File: src/rtl/ib_mul_16x16_seq.sv
// Sequential 16x16 unsigned multiplier: one shared 8x8 array, four partial products
// shift-accumulated into a 32-bit result, valid/ready in, valid/ack out.
module ib_mul_16x16_seq (
   input  logic        i_clk,
   input  logic        i_rst,
   input  logic        i_valid,
   output logic        o_ready,
   input  logic [15:0] i_a,
   input  logic [15:0] i_b,
   output logic        o_valid,
   input  logic        i_ack,
   output logic [31:0] o_c
);

   typedef enum logic [2:0] {
      ST_IDLE = 3'd0,
      ST_P0   = 3'd1,
      ST_P1   = 3'd2,
      ST_P2   = 3'd3,
      ST_P3   = 3'd4,
      ST_DONE = 3'd5
   } state_t;

   // The single shared 8x8 unsigned array.
   function automatic logic [15:0] mul8x8(input logic [7:0] x, input logic [7:0] y);
      mul8x8 = 16'(x) * 16'(y);
   endfunction

   state_t      state_r;
   state_t      state_nxt_s;
   logic [15:0] a_r;
   logic [15:0] b_r;
   logic [31:0] acc_r;
   logic [31:0] c_r;
   logic        valid_r;
   logic        ready_r;
   logic [7:0]  mul_a_s;
   logic [7:0]  mul_b_s;
   logic [15:0] prod_s;
   logic [31:0] addend_s;

   // Next-state logic.
   always_comb begin
      state_nxt_s = state_r;
      case (state_r)
         ST_IDLE: begin
            if (i_valid) state_nxt_s = ST_P0;
            else         state_nxt_s = ST_IDLE;
         end
         ST_P0:   state_nxt_s = ST_P1;
         ST_P1:   state_nxt_s = ST_P2;
         ST_P2:   state_nxt_s = ST_P3;
         ST_P3:   state_nxt_s = ST_DONE;
         ST_DONE: begin
            if (i_ack) state_nxt_s = ST_IDLE;
            else       state_nxt_s = ST_DONE;
         end
         default: state_nxt_s = ST_IDLE;
      endcase
   end

   // Operand-half muxes and the shifted, zero-extended partial product; the addend is zero outside P0..P3.
   always_comb begin
      mul_a_s  = a_r[7:0];
      mul_b_s  = b_r[7:0];
      addend_s = 32'd0;
      case (state_r)
         ST_P0: begin
            mul_a_s  = a_r[7:0];
            mul_b_s  = b_r[7:0];
            addend_s = {16'd0, prod_s};
         end
         ST_P1: begin
            mul_a_s  = a_r[15:8];
            mul_b_s  = b_r[7:0];
            addend_s = {8'd0, prod_s, 8'd0};
         end
         ST_P2: begin
            mul_a_s  = a_r[7:0];
            mul_b_s  = b_r[15:8];
            addend_s = {8'd0, prod_s, 8'd0};
         end
         ST_P3: begin
            mul_a_s  = a_r[15:8];
            mul_b_s  = b_r[15:8];
            addend_s = {prod_s, 16'd0};
         end
         default: begin
            mul_a_s  = a_r[7:0];
            mul_b_s  = b_r[7:0];
            addend_s = 32'd0;
         end
      endcase
   end

   assign prod_s = mul8x8(mul_a_s, mul_b_s);

   // State, operands, accumulator and registered outputs; reset overrides everything.
   always_ff @(posedge i_clk) begin
      if (i_rst) begin
         state_r <= ST_IDLE;
         a_r     <= 16'd0;
         b_r     <= 16'd0;
         acc_r   <= 32'd0;
         c_r     <= 32'd0;
         valid_r <= 1'b0;
         ready_r <= 1'b1;
      end else begin
         state_r <= state_nxt_s;
         ready_r <= (state_nxt_s == ST_IDLE);
         case (state_r)
            ST_IDLE: begin
               if (i_valid) begin
                  a_r   <= i_a;
                  b_r   <= i_b;
                  acc_r <= 32'd0;
               end else begin
                  acc_r <= acc_r;
               end
            end
            ST_P0, ST_P1, ST_P2: acc_r <= acc_r + addend_s;
            ST_P3: begin
               c_r     <= acc_r + addend_s;
               valid_r <= 1'b1;
            end
            ST_DONE: begin
               if (i_ack) valid_r <= 1'b0;
               else       valid_r <= 1'b1;
            end
            default: valid_r <= 1'b0;
         endcase
      end
   end

   assign o_ready = ready_r;
   assign o_valid = valid_r;
   assign o_c     = c_r;

endmodule

File: config.mk
export PLATFORM = sky130hd
export DESIGN_NAME = ib_mul_16x16_seq
export DESIGN_NICKNAME = d
export VERILOG_FILES = /design/src/rtl/ib_mul_16x16_seq.sv
export SDC_FILE = /design/constraint.sdc
export NUM_CORES = 1
export LEC_CHECK = 0
export ABC_AREA = 1
export CELL_PAD_IN_SITES_DETAIL_PLACEMENT = 1
export CELL_PAD_IN_SITES_GLOBAL_PLACEMENT = 1
export CORE_MARGIN = 3
export CORE_UTILIZATION = 40
export DETAILED_ROUTE_END_ITERATION = 16
export PLACE_DENSITY_LB_ADDON = 0.2
export SYNTH_ARGS = -nofsm -noshare
export SYNTH_HDL_FRONTEND = slang
export SYNTH_SLANG_ARGS = --single-unit
export TNS_END_PERCENT = 20
File: constraint.sdc
create_clock -name i_clk -period 18.59 [get_ports i_clk]
set_clock_uncertainty 0.15 [all_clocks]
set_input_delay 3.718 -clock i_clk [delete_from_list [all_inputs] [get_ports i_clk]]
set_output_delay 3.718 -clock i_clk [all_outputs]
set_load 0.1 [all_outputs]
### Yosys cells after proc, flatten, opt, wreduce, memory -nomap -nowiden

Cells that the tools add are included.

| word-level totals | value |
|---|---|
| bits in registers | 101 |
| output and inout bits | 34 |

| cells by class | value |
|---|---|
| add/subtract/negate cells | 1 |
| multiply operators | 1 |
| eq/ne operators | 6 |
| mux-type cells | 10 |
| reductions and logical operators | 10 |

Operators by type and width:

| cell | count |
|---|---|
| 32-bit case mux with 3 select lines | 1 |
| 32-bit case mux with 2 select lines | 1 |
| 32-bit adder | 1 |
| 32-bit two-way mux | 1 |
| 3-bit case mux with 6 select lines | 1 |
| 8-bit by 8-bit multiplier with 16-bit output | 1 |
| 8-bit two-way mux | 2 |
| 3-bit by 2-bit equality test with 1-bit output (second input constant) | 2 |
| 3-bit equality test (second input constant) | 2 |
| 3-bit logical NOT | 2 |
| 2-bit OR reduction | 3 |
| 2-bit AND reduction | 2 |
| 4-bit OR reduction | 1 |
| 3-bit by 1-bit equality test with 1-bit output (second input constant) | 1 |
| 3-bit two-way mux | 1 |
| 1-bit case mux with 3 select lines | 1 |
| 3-bit OR reduction | 1 |
| 1-bit two-way mux | 2 |
| 2-bit != test (second input constant) | 1 |
| 2-bit nonzero test | 1 |

### Longest topological paths before layout

| logic depth | value |
|---|---|
| depth in word-level cells | 7 |
| mapped depth | 45 |

### Least setup slack after synthesis

Ideal clock, no wire load.

| timing | value |
|---|---|
| kind | flip-flop to flip-flop |
| start point | register state_r[1] |
| end point | register c_r[30], in the netlist o_c[30] |
| library setup time | 0.109 ns |
| arrival | 5.923 ns |
| slack | 12.408 ns |
| stages on the path, launching flop included | 39 |
| cells stage by stage | dfxtp_1 -> nor2_2 -> inv_2 -> nor2_4 -> inv_2 -> buf_6 -> nand2_8 -> buf_8 -> nand2_1 -> o21ai_2 -> inv_2 -> nor2_1 -> fa_1 -> fa_1 -> fa_1 -> inv_1 -> fa_1 -> inv_1 -> [... 3 more ...] -> nand2_1 -> nand2_1 -> a21oi_1 -> nor2_1 -> nor2_1 -> xor2_1 -> o22ai_1 -> ha_1 -> a21oi_1 -> o21ai_0 -> a21oi_1 -> nor2_1 -> nor2_1 -> nand3_1 -> nand2_1 -> nand2_1 -> nand2_1 -> inv_1 |

| between the ends | value |
|---|---|
| longest elaborated chain between the ends | 6 |
| elaborated cells on any way between the ends | 12 |
| classes of those cells | add/sub: 1; mul: 1; eq/ne: 4; mux: 3; reduce/logical: 3 |

RTL lines:

| what | RTL line | text |
|---|---|---|
| from (decl) | 29 | `state_t state_r;` |
| from (signal assigned) | 109 | `state_r <= state_nxt_s;` |
| 3-bit equality test or 3-bit by 2-bit equality test with 1-bit output (tied branches) | 67, 111 |  |
| 2-bit OR reduction (no line) | - |  |
| 8-bit two-way mux | 67 | `case (state_r)` |
| 8-bit by 8-bit multiplier with 16-bit output | 26 | `mul8x8 = 16'(x) * 16'(y);` |
| 32-bit case mux with 3 select lines | 67 |  |
| 32-bit adder | 123 | `c_r <= acc_r + addend_s;` |
| to (signal assigned) | 123 |  |
| to (decl) | 34 | `logic [31:0] c_r;` |

Several ways; a longest one is shown, not always the timed one.
A chain may end at the register's enable or synchronous reset.

### Worst setup path after layout

| timing | value |
|---|---|
| start point | register state_r[0] |
| end point | register c_r[31], in the netlist o_c[31] |

The elaborated chain is that of the path after synthesis.

==> metrics.txt <==
I/O pin count 70; dominant cells by area after synthesis dfxtp_1 25%, nand2_1 11%, ha_1 10%; Sw Ratio 0.411; net switching power ~0.29 mW; Total Routing Usage GR 0.238; WS Path Type flip-flop to flip-flop; PostCTS Resize Cnt 0; Routed Antenna Nets 0; pin count of the biggest net entering global routing 54; Filler Cell Count 2601; antenna cells 0; Max-Cap Viols 0; final hold viol count 0; CTS buffer count 9; peak supply drop between 0.00004 and 0.00005 V; post-synthesis cell type count between 40 and 50; post-route cell area between 9000 and 10000 sq um; fmax ~130 MHz; Worst Hold Class flip-flop to flip-flop; Period minus WS final 7.83 ns; Crit. End Element flip-flop; Worst path top cell family by delay adder cells; GPL Wtd Cong approximately 0.95; # port buffers 69; Detail Placement HPWL approximately 20000 um; Mean Syn Cell Area roughly 7 sq um; outcome completed; R2R Path End o_c[31]; EDFF count, synth 0; # DRC 0; Slew Viols, Final 0; hold buffers post-CTS 0; DIE AREA ~22000 sq um; Seq cells post-synth 101; final setup fails 0; placed insts around 1500; wire per inst ~17 um; Tot Pwr 0.714 mW; Initial Util 0.412; post-synthesis cell count approximately 1200; critical path required time 18.69 ns; CP most frequent cell nand2_1; combinational power share 0.370; Yosys top cell by area dfxtp_1; clock buffer depth 2; Die Y around 150 um; power share of the sequential group 0.339; worst skew pair latency ~0.37 ns; H-tree levels 3; Register-to-Register Setup Slack around 11 ns; Mapped Nets 1331; Area Growth Syn to Fin 14.8%; Worst EP arrival 7.92 ns; fraction of layout instances using a drive strength above 1 0.0730; number of global-route vias before repair around 8100; cell area after synthesis 8100 sq um; clock slew at reported path FFs ~0.080 ns; chip width approximately 150 um; WHS Endpoint b_r[7]; slowest stage delay, CP ~0.55 ns; first-pass GRT wire length about 42000 um; Hold Path Cell Cnt 2; Clock Power Share 0.291; setup TNS 0 ns; startpoint type of the worst setup path flip-flop; Slew headroom 0.326; Critical-path top delay cell inv_2; Pre-antenna DRT Iters 4; CP max FO 38; Worst Tran Pin Value slightly above 1 ns; cell depth of the worst flop-to-flop path 35; drt initial violations around 270; Core Footprint 19700 sq um; P_int about 0.42 mW; sequential share of the synthesized area 0.250; hold_sp b_r[7]; PD cells ~77 nW/um^2; async set-reset flop share out of synthesis 0; share of the synthesized area in the top cell type 0.250; Remaining Overflow, GRT 0; num rows slightly above 50; CTS tree done; Non-Filler Instances approximately 1500; Buffers & Inverters on Critical Path 7; leakage about 4.4 nW; placed cell area about 9000 sq um; Post-CTS Repair Setup Buffers 0; reg-to-reg startpoint state_r[0]; root buf cell clkbuf_16; Via Count approximately 7600; Top FF cell, synth dfxtp_1; # clock sinks approximately 100; RSZ-0062 raised after global routing false; initial antenna violation count 0; Via-to-Cell Ratio 5.06; WL final between 20000 and 30000 um; Syn. warnings 0; Nets between 1000 and 1500; part of the cycle the worst path needs 0.421
==> worst max-delay path by stage <==
stage / startpoint / to / depth (start not counted)
2_1_floorplan: state_r[1] / o_c[30] / 38
3_3_place_gp: state_r[0] / o_c[31] / 35
3_5_place_dp: state_r[0] / o_c[31] / 35
4_1_cts: state_r[0] / o_c[31] / 35
5_1_grt: state_r[0] / o_c[31] / 35
6_report: state_r[0] / o_c[31] / 35
==> sequential cells by signal, indices dropped and copies added, names as in the netlist <==
name and flops:
o_c 32, a_r 16, o_ready 1, state_r 3, o_valid 1, b_r 16
acc_r 32
==> area by class of cell <==
type | count | area (sq um) | area share
Inverter | 181 | 682 | 0.0733
Tap cell | 265 | 332 | 0.0356
Timing Repair Buffer | 74 | 723 | 0.0777
Clock inverter | 6 | 81.3 | 0.00874
Sequential cell | 101 | 2020 | 0.217
Multi-Input combinational cell | 874 | 5230 | 0.562
Clock buffer | 10 | 239 | 0.0257
==> cells in the mapped netlist, types with 5 or more instances <==
library cell    n
a21oi_1        88
buf_2           8
clkbuf_1       20
dfxtp_1       101
fa_1           37
ha_1           67
inv_1         162
inv_2          18
nand2_1       248
nand2_2        10
nand3_1        43
nand3b_1        5
nor2_1        191
nor2_2          8
nor3_1          6
o21ai_0        72
o21ai_1         8
o21ai_2        17
o22ai_1        12
xnor2_1         6
xor2_1         19
==> cell families (layout without fill, tap and decap cells) <==
logic type / after synthesis / after routing / synth area share
buffers and inverters: 216 / 271 / 0.106
XOR/XNOR: 25 / 25 / 0.0270
adder cells (fa/ha/maj): 104 / 104 / 0.195
AO/OA/AOI/OAI: 216 / 216 / 0.151
AND/OR/NAND/NOR: 528 / 528 / 0.270
flip-flops: 101 / 101 / 0.250
multiplexers: 1 / 1 / 0.00124
==> through the flow <==
step,hold slack [ns],setup WS [ns],util
floorplan,0.280,12.41,-
global placement,0.297,11.07,0.457
detailed placement,0.302,10.86,0.457
CTS,0.313,10.73,0.473
global route,0.323,10.10,0.473
finish,0.309,10.76,0.473
==> routing by layer <==
layer / up-vias / routed length (um) / global-route usage
met5: - / 0 / 0
met4: 0 / 634 / 0.0799
met3: 41 / 532 / 0.0259
met2: 90 / 13100 / 0.441
met1: 3649 / 11200 / 0.287
li1: 3864 / - / -
==> cells in the final DEF, fill, tap and decap left out, types with 12 or more instances in the layout <==
cell             instances
inv_1                  162
nand3_1                 43
nand2_1                248
o21ai_2                 17
clkdlybuf4s50_1         68
fa_1                    37
nor2_1                 191
dfxtp_1                101
o21ai_0                 72
ha_1                    67
o22ai_1                 12
inv_2                   18
a21oi_1                 88
xor2_1                  19
==> power groups by stage <==
stage | clock network [mW] | registers, mW | logic [mW]
6_report | 0.208 | 0.242 | 0.264
5_1_grt | 0.220 | 0.244 | 0.294
4_1_cts | 0.212 | 0.242 | 0.267
3_5_place_dp | 0 | 0.247 | 0.265
3_3_place_gp | 0 | 0.247 | 0.260
2_1_floorplan | 0 | 0.272 | 0.160
==> worst min-delay path, delay by kind of cell (launching register included) <==
kind	cells	cell delay, ns
flip-flops	1	0.30
buffers and inverters	1	0.06
AO/OA/AOI/OAI	1	0.05
No activity file was read; power rests on OpenSTA's default activity.
